==> src/rtl/dual_rail_rx_bridge.sv <==
// Receiving end of a dual-rail NULL-convention bus: synchronises the rails, classifies
// each wavefront, walks HNULL -> LNULL -> DATA and hands decoded words out on valid/ready.
module dual_rail_rx_bridge #(
    parameter int N_BITS        = 24,
    parameter int SYNC_STAGES   = 2,
    parameter int STABLE_CYCLES = 2
) (
    input  logic                  i_clk,
    input  logic                  i_rst_n,
    input  logic [2*N_BITS-1:0]   i_rail_in,
    output logic [1:0]            o_phase_ack,
    output logic [N_BITS-1:0]     o_data_out,
    output logic                  o_data_valid,
    input  logic                  i_data_ready,
    output logic [15:0]           o_rx_count,
    output logic                  o_proto_err
);

    typedef enum logic [1:0] {CLS_TRANSIT, CLS_HNULL, CLS_LNULL, CLS_DATA} class_t;
    typedef enum logic [1:0] {ST_WAIT_HNULL, ST_WAIT_LNULL, ST_WAIT_DATA, ST_HOLD} state_t;

    localparam int CNT_W = $clog2(STABLE_CYCLES + 1);

    logic [2*N_BITS-1:0] r_sync [SYNC_STAGES];
    logic [2*N_BITS-1:0] w_synced;
    logic                w_allH, w_allL, w_allD;
    logic [N_BITS-1:0]   w_word;
    class_t              w_class;

    class_t              r_class;
    logic [N_BITS-1:0]   r_word;
    logic [CNT_W-1:0]    r_stableCnt;
    logic                w_stable;

    state_t              r_state, w_nextState;
    logic                r_armed;
    logic [1:0]          r_phaseAck;
    logic [N_BITS-1:0]   r_dataOut;
    logic                r_dataValid;
    logic [15:0]         r_rxCount;
    logic                r_protoErr;

    logic                w_ackLoad;
    logic [1:0]          w_ackVal;
    logic                w_capture;
    logic                w_xfer;
    logic                w_errSet;
    logic                w_arm;

    always_ff @(posedge i_clk or negedge i_rst_n) begin
        if (!i_rst_n) begin
            for (int i = 0; i < SYNC_STAGES; i++) r_sync[i] <= '0;
        end else begin
            r_sync[0] <= i_rail_in;
            for (int i = 1; i < SYNC_STAGES; i++) r_sync[i] <= r_sync[i-1];
        end
    end

    assign w_synced = r_sync[SYNC_STAGES-1];

    // A word is a phase only when every pair agrees; any mix is an in-flight wavefront.
    always_comb begin
        w_allH = 1'b1;
        w_allL = 1'b1;
        w_allD = 1'b1;
        w_word = '0;
        for (int k = 0; k < N_BITS; k++) begin
            w_allH    = w_allH & (w_synced[2*k+1] & w_synced[2*k]);
            w_allL    = w_allL & ~(w_synced[2*k+1] | w_synced[2*k]);
            w_allD    = w_allD & (w_synced[2*k+1] ^ w_synced[2*k]);
            w_word[k] = w_synced[2*k+1];
        end
        if (w_allH)      w_class = CLS_HNULL;
        else if (w_allL) w_class = CLS_LNULL;
        else if (w_allD) w_class = CLS_DATA;
        else             w_class = CLS_TRANSIT;
    end

    always_ff @(posedge i_clk or negedge i_rst_n) begin
        if (!i_rst_n) begin
            r_class     <= CLS_TRANSIT;
            r_word      <= '0;
            r_stableCnt <= '0;
        end else begin
            r_word <= w_word;
            if (w_class != r_class) begin
                r_class     <= w_class;
                r_stableCnt <= CNT_W'(1);
            end else if (r_stableCnt != CNT_W'(STABLE_CYCLES)) begin
                r_stableCnt <= r_stableCnt + 1'b1;
            end
        end
    end

    assign w_stable = (r_stableCnt == CNT_W'(STABLE_CYCLES));

    always_ff @(posedge i_clk or negedge i_rst_n) begin
        if (!i_rst_n) r_state <= ST_WAIT_HNULL;
        else          r_state <= w_nextState;
    end

    // The previously accepted phase is ignored; the phase two steps ahead is out of order.
    always_comb begin
        w_nextState = r_state;
        w_ackLoad   = 1'b0;
        w_ackVal    = 2'b00;
        w_capture   = 1'b0;
        w_xfer      = 1'b0;
        w_errSet    = 1'b0;
        w_arm       = 1'b0;
        case (r_state)
            ST_WAIT_HNULL: begin
                if (w_stable && r_class == CLS_HNULL) begin
                    w_nextState = ST_WAIT_LNULL;
                    w_ackLoad   = 1'b1;
                    w_ackVal    = 2'b01;
                    w_arm       = 1'b1;
                end else if (w_stable && r_class == CLS_LNULL && r_armed) begin
                    w_errSet = 1'b1;
                end
            end
            ST_WAIT_LNULL: begin
                if (w_stable && r_class == CLS_LNULL) begin
                    w_nextState = ST_WAIT_DATA;
                    w_ackLoad   = 1'b1;
                    w_ackVal    = 2'b10;
                end else if (w_stable && r_class == CLS_DATA && r_armed) begin
                    w_errSet = 1'b1;
                end
            end
            ST_WAIT_DATA: begin
                if (w_stable && r_class == CLS_DATA) begin
                    w_nextState = ST_HOLD;
                    w_capture   = 1'b1;
                end else if (w_stable && r_class == CLS_HNULL && r_armed) begin
                    w_errSet = 1'b1;
                end
            end
            ST_HOLD: begin
                if (r_dataValid && i_data_ready) begin
                    w_nextState = ST_WAIT_HNULL;
                    w_xfer      = 1'b1;
                    w_ackLoad   = 1'b1;
                    w_ackVal    = 2'b11;
                end
            end
            default: w_nextState = ST_WAIT_HNULL;
        endcase
    end

    always_ff @(posedge i_clk or negedge i_rst_n) begin
        if (!i_rst_n) begin
            r_armed     <= 1'b0;
            r_phaseAck  <= 2'b00;
            r_dataOut   <= '0;
            r_dataValid <= 1'b0;
            r_rxCount   <= '0;
            r_protoErr  <= 1'b0;
        end else begin
            if (w_arm)     r_armed    <= 1'b1;
            if (w_ackLoad) r_phaseAck <= w_ackVal;
            if (w_errSet)  r_protoErr <= 1'b1;
            if (w_capture) begin
                r_dataOut   <= r_word;
                r_dataValid <= 1'b1;
            end else if (w_xfer) begin
                r_dataValid <= 1'b0;
            end
            if (w_xfer) r_rxCount <= r_rxCount + 16'd1;
        end
    end

    assign o_phase_ack  = r_phaseAck;
    assign o_data_out   = r_dataOut;
    assign o_data_valid = r_dataValid;
    assign o_rx_count   = r_rxCount;
    assign o_proto_err  = r_protoErr;

endmodule
==> config.mk <==
export PLATFORM = sky130hd
export DESIGN_NAME = dual_rail_rx_bridge
export DESIGN_NICKNAME = d
export VERILOG_FILES = /design/src/rtl/dual_rail_rx_bridge.sv
export SDC_FILE = /design/constraint.sdc
export NUM_CORES = 1
export LEC_CHECK = 0
export CAP_MARGIN = 40
export CORE_ASPECT_RATIO = 1.2
export CORE_MARGIN = 2
export CORE_UTILIZATION = 50
export CTS_CLUSTER_DIAMETER = 30
export DETAILED_ROUTE_END_ITERATION = 10
export PLACE_DENSITY = 0.85
export SLEW_MARGIN = 20
export SYNTH_ARGS = -nofsm -noshare
export SYNTH_HDL_FRONTEND = slang
export SYNTH_SLANG_ARGS = --single-unit
export TNS_END_PERCENT = 100
==> constraint.sdc <==
create_clock -name i_clk -period 2.1 [get_ports i_clk]
set_input_delay 0.21 -clock i_clk [delete_from_list [all_inputs] [get_ports i_clk]]
set_output_delay 0.21 -clock i_clk [all_outputs]
set_load 0.1 [all_outputs]
# After elaboration in Yosys (flattened, before gate mapping)
# Cells that the tools add are included.
[classes]
add_sub_neg = 2
n_eq_ne = 13
n_mux = 31
bitwise = 165
reduce_logical = 11
[ops]
columns = ["op", "n"]
rows = [
  ["1-bit bitwise AND", 93],
  ["1-bit NOT", 24],
  ["1-bit OR", 24],
  ["1-bit bitwise XOR", 24],
  ["2-bit two-way mux", 11],
  ["16-bit by 1-bit adder with 16-bit output (second input constant)", 1],
  ["1-bit two-way mux", 16],
  ["2-bit == test (second input constant)", 5],
  ["2-bit inequality test (second input constant)", 5],
  ["2-bit case mux with 4 select lines", 1],
  ["1-bit logical AND", 7],
  ["1-bit case mux with 3 select lines", 2],
  ["2-bit case mux with 3 select lines", 1],
  ["2-bit by 1-bit == test with 1-bit output (second input constant)", 2],
  ["4-bit AND reduction", 1],
  ["2-bit nonzero test", 2],
  ["2-bit by 1-bit adder with 2-bit output (second input constant)", 1],
  ["2-bit logical NOT", 1],
  ["2-bit inequality test", 1],
]
[totals]
reg_bits = 171
input_bits = 51
out_inout_bits = 44
word_cells = 234

# Longest topological paths before layout
# Gate-level depths: netlist of run 1.
[depth]
ltp_word = 29
depth_mapped = 8
ltp_nobuf = 7

# Worst setup path before layout of run 1
# OpenSTA, ideal clock, no wires.
[synth_path]
kind = "register to register"
from = "register r_dataValid (netlist: o_data_valid)"
to = "register r_rxCount[15] (netlist: o_rx_count[15])"
setup_ps = 161
arrival_ps = 2127
required_time_ps = 1939
path_slack_ps = -188
stages_incl_launch_ff = 8
path_buffers = 2
period_less_slack_ps = 2288
cell_sequence = "dfrtp_1 -> and3_1 -> buf_2 -> and4_1 -> clkbuf_1 -> nand4_1 -> nor2_1 -> xor2_1"
[synth_between]
elab_chain_cells = 3
[synth_rtl]
columns = ["item", "line_no", "source"]
rows = [
  ["from (decl)", "39", "logic r_dataValid;"],
  ["from (signal assigned)", "156", "r_dataValid <= 1'b0;"],
  ["from (signal assigned)", "165", "r_dataValid <= 1'b1;"],
  ["from (signal assigned)", "167", "r_dataValid <= 1'b0;"],
  ["1-bit logical AND", "140", "if (r_dataValid && i_data_ready) begin"],
  ["1-bit two-way mux", "140", ""],
  ["1-bit two-way mux", "111", "case (r_state)"],
  ["to (signal assigned)", "169", "if (w_xfer) r_rxCount <= r_rxCount + 16'd1;"],
  ["to (decl)", "40", "logic [15:0] r_rxCount;"],
]
# No other way between the ends.
# A chain may end at the register's enable or synchronous reset.

# Worst setup path after layout of run 1
[layout_path]
from = "register r_sync, in the netlist w_synced[43]"
to = "register r_stableCnt[1]"
[layout_between]
elab_chain_cells = 9
elab_cells_between_ends = 19
cone_classes = "1 x eq/ne; 4 x mux; 13 x bitwise; 1 x reduce/logical"
[layout_rtl]
columns = ["item", "line_no", "source"]
rows = [
  ["from (decl)", "24", "logic [2*N_BITS-1:0] r_sync [SYNC_STAGES];"],
  ["1-bit bitwise XOR or 1-bit OR (tied branches)", "70, 69", ""],
  ["1-bit bitwise AND or 1-bit NOT (tied branches)", "70, 69", ""],
  ["1-bit bitwise AND (on tied branches) (2 in series)", "70, 69", ""],
  ["2-bit two-way mux or 1-bit bitwise AND (tied branches)", "75, 69", ""],
  ["2-bit two-way mux", "74", "else if (w_allL) w_class = CLS_LNULL;"],
  ["2-bit two-way mux (*)", "73", "if (w_allH) w_class = CLS_HNULL;"],
  ["2-bit inequality test (*)", "86", "if (w_class != r_class) begin"],
  ["2-bit two-way mux or 2-bit nonzero test (tied branches)", "-", ""],
  ["to (signal assigned)", "90", "r_stableCnt <= r_stableCnt + 1'b1;"],
  ["to (decl)", "32", "logic [CNT_W-1:0] r_stableCnt;"],
]
# Every way passes the cells marked *; elsewhere a longest branch is shown, timed or not.

==> results.md, run 1 <==
* Outcome: finished, final reports clean
* Max clock buf depth at 2
* Total of max-cap violations at 0
* Worst path buffer plus inverter count at 0
* Lkg Pwr at 3.95 nW
* Synth Cell Area at 0.00620 mm²
* Hold_sp: i_rail_in[12]
* Worst-path maximum fanout at 6
* Row count at 44
* RSZ-0062 raised after global routing: false
* DRC Markers at 0
* Detailed Route Iter0 Violations at 144
* Syn Inst Count at 427
* Pre-antenna DRT Iters at 4
* Clock Sinks at 171
* Core footprint at 0.0121 mm²
* CP required at 2.44 ns
* DP Wirelength at 7840 µm
* Clock Skew at 0.00712 ns
* Sequential share of the synthesized area at 0.690
* Layout Utilization at 0.652
* Post-CTS setup buffers at 0
* Worst VDD drop at 0.744 mV
* Pwr Total at 7.77 mW
* Final cell count without fillers at 716
* Final Cycle Share at 0.952
* Inst Count DP at 683
* Final Setup Violations at 0
* Fin crit period at 2.00 ns
* IO Count at 95
* CTS root buf: clkbuf_16
* Drt via density at 4.90
* Crit path capture type: flop
* Reg2reg start: w_synced[43]
* Worst Hold Class: in2reg
* Worst Setup SP: w_synced[43]
* All-Layer GR Usage at 0.177
* Crit-path leading delay family: simple AND/OR/NAND/NOR gates
* TritonCTS clock tree: yes
* Max Freq at 500 MHz
* Final Hold Viols at 0
* Design Area, Final at 0.00789 mm²
* Global-route wire length before repair at 18200 µm
* Synth-to-layout area growth at 27.4%
* Worst-Margin Slew at 0.529 ns
* Cts bufs inserted at 17
* Antenna violations before repair at 0
* Slew HR at 0.648
* Number of global-route vias before repair at 3739
* Worst-path clk slew at 0.06 ns
* # diodes at 0
* CP Launch Type: flop
* Syn Area/Cell at 14.5 µm²
* YS warnings at 0
* Port Buf Inserts at 94
* Post-Syn Nets at 533
* Library cells used by synthesis at 34
* Dpl cell area at 0.00728 mm²
* Die area at 0.0133 mm²
* Vias post-DR at 3511
* Crit path kind: reg2reg
* Initial Util at 0.512
* GRT overflow at 0
* Avg WL per Cell at 15.1 µm
* Htree depth at 4
* Die width at 106 µm
* Crit-path max cell delay at 0.51 ns
* Final net count at 648
* Worst-path cell chain: ha_1 -> nand4_1 -> or4_1 -> or2_4 -> o32a_1 -> nand2_1
* Ratio of cells with drive above 1 in the final layout at 0.214
* Fillers at 896
* Largest net degree at the start of global routing at 61
* DRT Wirelength at 10800 µm
* Die height at 126 µm
* Seq cells post-synth at 171
* CP max-delay cell: or4_1
* GP Congestion at 0.874
* Detail Route Antenna Nets at 0
* Final Max Slew Viols at 0
* Clock Latency Late Sink at 0.41 ns
* Fin Setup TNS at 0 ns
* Pwr Density at 985 mW/mm²
* Worst Path Arrival at 2.34 ns
==> Yosys cell counts (all sizes together) <==
cell type  instances  area share
dfrtp            171        0.69
ha                55        0.11
inv               53       0.032
mux2              26       0.047
nand4             21       0.021
nand2             15      0.0091
xnor2             11       0.016
nor2               8      0.0048
clkbuf             7      0.0042
nand3              7      0.0057
and3               6      0.0061
o21ai              6      0.0048
a21oi              5      0.0040
xor2               5      0.0071
nand2b             3      0.0030
nor3               3      0.0024
a2111oi            2      0.0028
and4               2      0.0028
buf                2      0.0016
mux2i              2      0.0032
nor2b              2      0.0020
nor4               2      0.0020
o211ai             2      0.0024
or2                2      0.0020
a21boi             1      0.0012
a22oi              1      0.0012
a31oi              1      0.0010
a41o               1      0.0016
nor3b              1      0.0012
nor4bb             1      0.0016
o211a              1      0.0016
o32a               1      0.0016
or4                1      0.0012
==> layout make-up <==
cell class | count | area, µm² | area share
clock buffer | 19 | 453 | 0.0574
clock inverter | 13 | 153 | 0.0193
inverter | 53 | 199 | 0.0252
multi-input combinational | 194 | 1690 | 0.214
sequential | 171 | 4280 | 0.543
tap | 161 | 201 | 0.0255
timing repair buffer | 105 | 917 | 0.116
==> sequential cells by signal (all words and copies together), names as in the netlist, 2 cells and up <==
signal       cells
r_sync          48
w_synced        48
o_data_out      24
r_word          24
o_rx_count      16
o_phase_ack      2
r_class          2
r_stableCnt      2
r_state          2
==> report_power, final <==
part	switching (mW)	total, mW	leakage, nW	internal, mW
clock network	1.28	3.12	0.299	1.85
registers	0.126	3.62	2.08	3.49
logic	0.648	1.03	1.57	0.384
total	2.05	7.77	3.95	5.72
==> metal layers <==
metal  track usage  vias to the layer above  part of all wire
li1              -                     1637                 -
met1         0.219                     1755              0.40
met2         0.301                       95              0.55
met3        0.0367                       24             0.030
met4        0.0782                        0             0.020
met5             0                        -                 0
==> worst register-to-register path, delay by kind of cell (launching register included) <==
kind	cells	cell delay, ns
AOI/OAI and AO/OA	1	0.35
DFF	1	0.39
and+or+nand+nor	4	0.99
adders and majority gates	1	0.20
==> cells in the final DEF (no fill, tap or decap), types with 8 or more instances in the layout <==
master and count:
dfrtp_1 167, ha_1 55, buf_4 54, inv_1 53, clkdlybuf4s50_1 49, mux2_2 26
nand4_1 21, clkbuf_16 17, nand2_1 15, xnor2_1 11, nor2_1 8
==> stage by stage <==
step | setup slack (ns) | hold WS (ns)
after detailed placement | 0.0757 | 0.211
final | 0.100 | 0.232
after global placement | 0.146 | 0.207
after global routing | 0.0271 | 0.218
after floorplan | 0.0346 | -0.0856
after CTS | 0.0228 | 0.211
==> worst paths after layout <==
check | to | cells after the start | slack (ns)
max | r_stableCnt[1] | 6 | 0.10
min | r_sync[60] | 1 | 0.23
max reg2reg | r_stableCnt[1] | 6 | 0.10
min reg2reg | w_synced[0] | 0 | 0.34
max in group asynchronous | o_data_out[16] | 3 | 0.99
min in group asynchronous | r_sync[61] | 2 | 0.33
==> repair_timing <==
item,CTS,global route
resized for setup,0,2
setup endpoints to repair,0,1
endpoints found under the hold margin,54,0
hold buffers,1,0
==> cells by family after synthesis <==
family	after synthesis	synth area share
adders and majority gates	55	0.111
buffers and inverters	62	0.0379
AOI/OAI and AO/OA	21	0.0224
DFF	171	0.690
muxes	28	0.0505
xor gates and xnor gates	16	0.0226
and+or+nand+nor	74	0.0652
No activity file was read; power rests on OpenSTA's default activity.
==> run 2, diff against run 1 <==
TNS_END_PERCENT = 10   (was 100)
==> run 2 against run 1 <==
  * Total power is 0.81% lower
  * Setup slack worse by 0.030 ns
  * Sequential power about the same
  * Critical path type unchanged
  * Clock-buffer cell count rose by 3
  * First-iteration DRC count is 16% higher
  * Critical endpoint unchanged
  * Clock power shrank 3%
  * Cell count decreased by 0.28%
  * Maximum frequency down 1.5%
  * Sequential share of layout area shrank 0.16 points
  * Core utilization rose by 0.13 points
  * Via count about the same
  * Clock skew is essentially flat
  * Largest cell class unchanged
==> results.md, run 2 (synthesis results as in run 1) <==
* Crit path capture type: flop
* IO Count at 95
* Detail Route Antenna Nets at 0
* Max clock buf depth at 2
* Clock Latency Late Sink at 0.41 ns
* All-Layer GR Usage at 0.186
* DP Wirelength at 8080 µm
* Total of max-cap violations at 0
* Lkg Pwr at 3.95 nW
* Die width at 106 µm
* Outcome: finished, final reports clean
* Number of global-route vias before repair at 3803
* Dpl cell area at 0.00728 mm²
* Final net count at 646
* Worst VDD drop at 0.748 mV
* Final Max Slew Viols at 0
* Worst Path Arrival at 2.37 ns
* CTS root buf: clkbuf_16
* GRT overflow at 0
* Share of power burned in registers at 0.469
* Commonest non-fill, non-tap cell in the layout: dfrtp_1
* Clock Skew at 0.00731 ns
* Port Buf Inserts at 94
* Slew HR at 0.648
* Vias post-DR at 3508
* Detailed Route Iter0 Violations at 167
* Clock Sinks at 171
* Cts bufs inserted at 17
* Antenna violations before repair at 0
* Die area at 0.0133 mm²
* RSZ-0062 raised after global routing: true
* Final cell count without fillers at 714
* Commonest cells after routing, fill and taps aside: 170 x dfrtp_1, 55 x ha_1, 53 x inv_1
* GP Congestion at 0.875
* Sw Ratio at 0.261
* CP Launch Type: flop
* DRC Markers at 0
* # diodes at 0
* CP required at 2.44 ns
* Comb power frac at 0.137
* Core footprint at 0.0121 mm²
* Final Cycle Share at 0.966
* DRT Wirelength at 11400 µm
* Final Hold Viols at 0
* Drt via density at 4.91
* Initial Util at 0.512
* Max Freq at 493 MHz
* Worst-path clk slew at 0.06 ns
* Net Sw Power at 2.02 mW
* Worst-path maximum fanout at 6
* Avg WL per Cell at 16.0 µm
* Design Area, Final at 0.00791 mm²
* Final Setup Violations at 0
* R2r setup slk at 0.07 ns
* TritonCTS clock tree: yes
* Global-route wire length before repair at 18900 µm
* Die height at 126 µm
* Worst Hold Class: in2reg
* Int Pwr at 5.69 mW
* Ratio of cells with drive above 1 in the final layout at 0.212
* Fillers at 862
* Pre-antenna DRT Iters at 4
* Fin crit period at 2.03 ns
* Crit path kind: reg2reg
* Pwr Density at 975 mW/mm²
* Worst-Margin Slew at 0.528 ns
* Clk network pwr share at 0.394
* Inst Count DP at 681
* Synth-to-layout area growth at 27.6%
* Row count at 44
* Htree depth at 4
* Largest net degree at the start of global routing at 60
-- run 2: cell count changes in the layout (fill, tap and decap cells not counted), moves of 2 or more --
cell      previous run  this run
buf_12               0         2
buf_4               54        50
clkbuf_8             2         5
clkinv_4             1         4
dfrtp_1            167       170
dfrtp_2              4         1
inv_6                5         3
inv_8                2         0
-- run 2: final timing paths --
kind                            cells past startpoint             end           from
worst max register to register                      6  r_stableCnt[1]   w_synced[39]
worst min-delay path                                1      r_sync[63]  i_rail_in[15]
min in group asynchronous                           2      r_sync[62]        i_rst_n
worst max-delay path                                6  r_stableCnt[1]   w_synced[39]
worst min register to register                      0     w_synced[9]     r_sync[57]
max in group asynchronous                           3  o_data_out[13]        i_rst_n
-- run 2: power groups by stage --
stage | registers [mW] | clock network, mW | logic (mW)
2_1_floorplan | 3.87 | 0 | 0.447
3_3_place_gp | 3.66 | 0 | 0.974
3_5_place_dp | 3.68 | 0 | 1.03
4_1_cts | 3.62 | 3.09 | 1.05
5_1_grt | 3.64 | 3.22 | 1.17
6_report | 3.62 | 3.04 | 1.05
-- run 2: repair_timing --
action,4_1_cts,5_1_grt
setup buffers,0,0
resized for setup,1,5
endpoints found under the setup margin,1,2
hold endpoints to repair,55,0
hold buffers,1,0
-- run 2: stage by stage --
stage | setup TNS (ns) | setup WS, ns | power, mW | hold WS, ns | util
final | 0 | 0.0704 | 7.71 | 0.233 | 0.653
after global routing | -0.00538 | -0.00538 | 8.03 | 0.216 | 0.653
after CTS | 0 | 0.0239 | 7.76 | 0.222 | 0.651
after detailed placement | 0 | 0.0319 | 4.71 | 0.204 | 0.601
after global placement | 0 | 0.144 | 4.63 | 0.194 | 0.601
after floorplan | -0.0527 | -0.0265 | 4.32 | -0.0856 | -
-- run 2: worst max-delay path: stages (launching register included) --
cell,delay [ns]
dfrtp_1,0.40
ha_1,0.17
nand4_1,0.12
or4_4,0.54
or2_4,0.30
o32a_1,0.36
nand2_1,0.07
-- run 2: cell type report --
| cell class | instances | area [µm²] | share of cell area |
|---|---|---|---|
| Clock buffer | 22 | 494 | 0.0625 |
| Clock inverter | 10 | 104 | 0.0131 |
| Inverter | 53 | 199 | 0.0252 |
| Multi-Input combinational cell | 194 | 1700 | 0.215 |
| Sequential cell | 171 | 4280 | 0.541 |
| Tap cell | 161 | 201 | 0.0255 |
| Timing Repair Buffer | 103 | 927 | 0.117 |
-- run 2: routing by layer --
layer  vias up  track usage  part of all wire
met2        93        0.327              0.55
met1      1746        0.214              0.38
met5         -            0                 0
met3        30       0.0399             0.031
met4         0       0.0944             0.036
li1       1639            -                 -
==> run 3, diff against run 2 <==
CTS_BUF_LIST = sky130_fd_sc_hd__clkbuf_4 sky130_fd_sc_hd__clkbuf_8   (was not set)
PLACE_DENSITY = 0.75   (was 0.85)
==> run 3 against run 2 <==
  * Setup slack got worse by 0.0036 ns
  * Via count decreased by 2.6%
  * Cell area is 2.8% lower
  * Sequential cell count unchanged
  * Non-clock buffer count is 1 lower
  * Worst hold slack lost 0.041 ns
  * Cell count down 0.14%
  * Wire length decreased by 11%
  * Core utilization down 1.8 points
  * Combinational power about the same
  * Clock-buffer cell count shrank 4
==> results.md, run 3 (synthesis results as in run 1) <==
* CTS root buf: clkbuf_8
* Hold Path Sink: r_sync[50]
* Final Max Slew Viols at 0
* Worst-path maximum fanout at 6
* Worst Hold Class: in2reg
* Cts bufs inserted at 17
* Clock Skew at 0.0129 ns
* DRT Wirelength at 10200 µm
* Layout Utilization at 0.635
* Die height at 126 µm
* Global-route wire length before repair at 17300 µm
* Port Buf Inserts at 94
* Number of global-route vias before repair at 3607
* Final Cycle Share at 0.968
* R2R depth at 6
* Worst-path cell chain: ha_1 -> nand4_1 -> or4_4 -> or2_4 -> o32a_1 -> nand2_1
* Design Area, Final at 0.00769 mm²
* GP Congestion at 0.816
* Worst VDD drop at 0.592 mV
* Max clock buf depth at 2
* Post-CTS setup buffers at 0
* Initial Util at 0.512
* Crit path capture type: flop
* Fin crit period at 2.03 ns
* Pre-antenna DRT Iters at 4
* Antenna violations before repair at 0
* DP Wirelength at 7500 µm
* Lkg Pwr at 3.85 nW
* CP Launch Type: flop
* Die width at 106 µm
* Vias post-DR at 3417
* Worst-path clk slew at 0.09 ns
* CP max-delay cell: or4_4
* Avg WL per Cell at 14.3 µm
* Commonest cells after routing, fill and taps aside: 170 x dfrtp_1, 55 x ha_1, 53 x inv_1
* GRT overflow at 0
* Reg2reg start: w_synced[35]
* RSZ-0062 raised after global routing: false
* Detail Route Antenna Nets at 0
* Hold_sp: i_rail_in[2]
* Pwr Density at 883 mW/mm²
* All-Layer GR Usage at 0.170
* Ratio of cells with drive above 1 in the final layout at 0.208
* Max Freq at 492 MHz
* Endpoint of the worst register-to-register path: r_stableCnt[1]
* Clock Latency Late Sink at 0.44 ns
* Worst Path Arrival at 2.41 ns
* Slew HR at 0.665
* Largest net degree at the start of global routing at 56
* Final net count at 645
* Drt via density at 4.79
* R2r setup slk at 0.07 ns
* Final Setup Violations at 0
* CP required at 2.47 ns
* # diodes at 0
* Final Hold Viols at 0
* Row count at 44
* Dpl cell area at 0.00729 mm²
* Htree depth at 4
* Die area at 0.0133 mm²
* Total of max-cap violations at 0
* Commonest non-fill, non-tap cell in the layout: dfrtp_1
* Crit-path max cell delay at 0.54 ns
* Synth-to-layout area growth at 24.1%
* Outcome: finished, final reports clean
* Crit path kind: reg2reg
* Clock Sinks at 171
* Detailed Route Iter0 Violations at 114
* IO Count at 95
* Core footprint at 0.0121 mm²
* DRC Markers at 0
* Hold Path Depth at 1
* Worst-Margin Slew at 0.490 ns
* TritonCTS clock tree: yes
-- run 3: worst max path at each step --
stage	from	end	slack, ns	depth (start not counted)
after floorplan	o_rx_count[3]	o_rx_count[12]	-0.03	5
after global placement	w_synced[33]	r_stableCnt[1]	0.13	6
after detailed placement	w_synced[35]	r_stableCnt[1]	0.02	6
after CTS	w_synced[35]	r_stableCnt[1]	0.02	6
after global routing	w_synced[39]	r_stableCnt[1]	0.0004	6
final	w_synced[35]	r_stableCnt[1]	0.07	6
-- run 3: per-stage QoR --
| step | power [mW] | setup TNS, ns | cells | hold slack, ns | setup slack, ns |
|---|---|---|---|---|---|
| final | 6.80 | 0 | 713 | 0.192 | 0.0668 |
| after global routing | 7.15 | 0 | 713 | 0.152 | 0.000427 |
| after CTS | 6.87 | 0 | 713 | 0.162 | 0.0219 |
| after detailed placement | 4.69 | 0 | 680 | 0.166 | 0.0183 |
| after global placement | 4.63 | 0 | 680 | 0.159 | 0.127 |
| after floorplan | 4.32 | -0.0527 | 427 | -0.0856 | -0.0265 |
-- run 3: layout make-up --
type	count	area [µm²]
clock buffers	18	248
flip-flops and latches	171	4280
well taps	161	201
multi-input cells	194	1700
inverters	53	199
clock inverters	14	135
fillers	927	4420
repair buffers	102	932
-- run 3: power breakdown --
part	total, mW	switching (mW)	internal (mW)
Clock	2.17	1.18	0.991
Combinational	1.02	0.636	0.385
Sequential	3.60	0.119	3.48
-- run 3: timing repair --
action	in CTS	in global routing
gates resized for setup	1	3
hold buffers	1	0
hold endpoints to repair	45	0
setup endpoints to repair	1	2
pin swaps	0	2
-- run 3: worst max-delay path, delay by kind of cell, from the launching register on --
kind | cells | cell delay [ns]
flip-flops | 1 | 0.39
adder cells (fa/ha/maj) | 1 | 0.17
AND/OR/NAND/NOR | 4 | 1.03
AO/OA/AOI/OAI | 1 | 0.36
-- run 3: per-layer routing --
metal | GRT usage | wire [µm] | part of all wire | vias to the layer above
met5 | 0 | 0 | 0 | -
met2 | 0.287 | 5280 | 0.52 | 89
met1 | 0.210 | 4320 | 0.42 | 1688
met4 | 0.0557 | 161 | 0.016 | 0
li1 | - | - | - | 1629
met3 | 0.0554 | 462 | 0.045 | 11
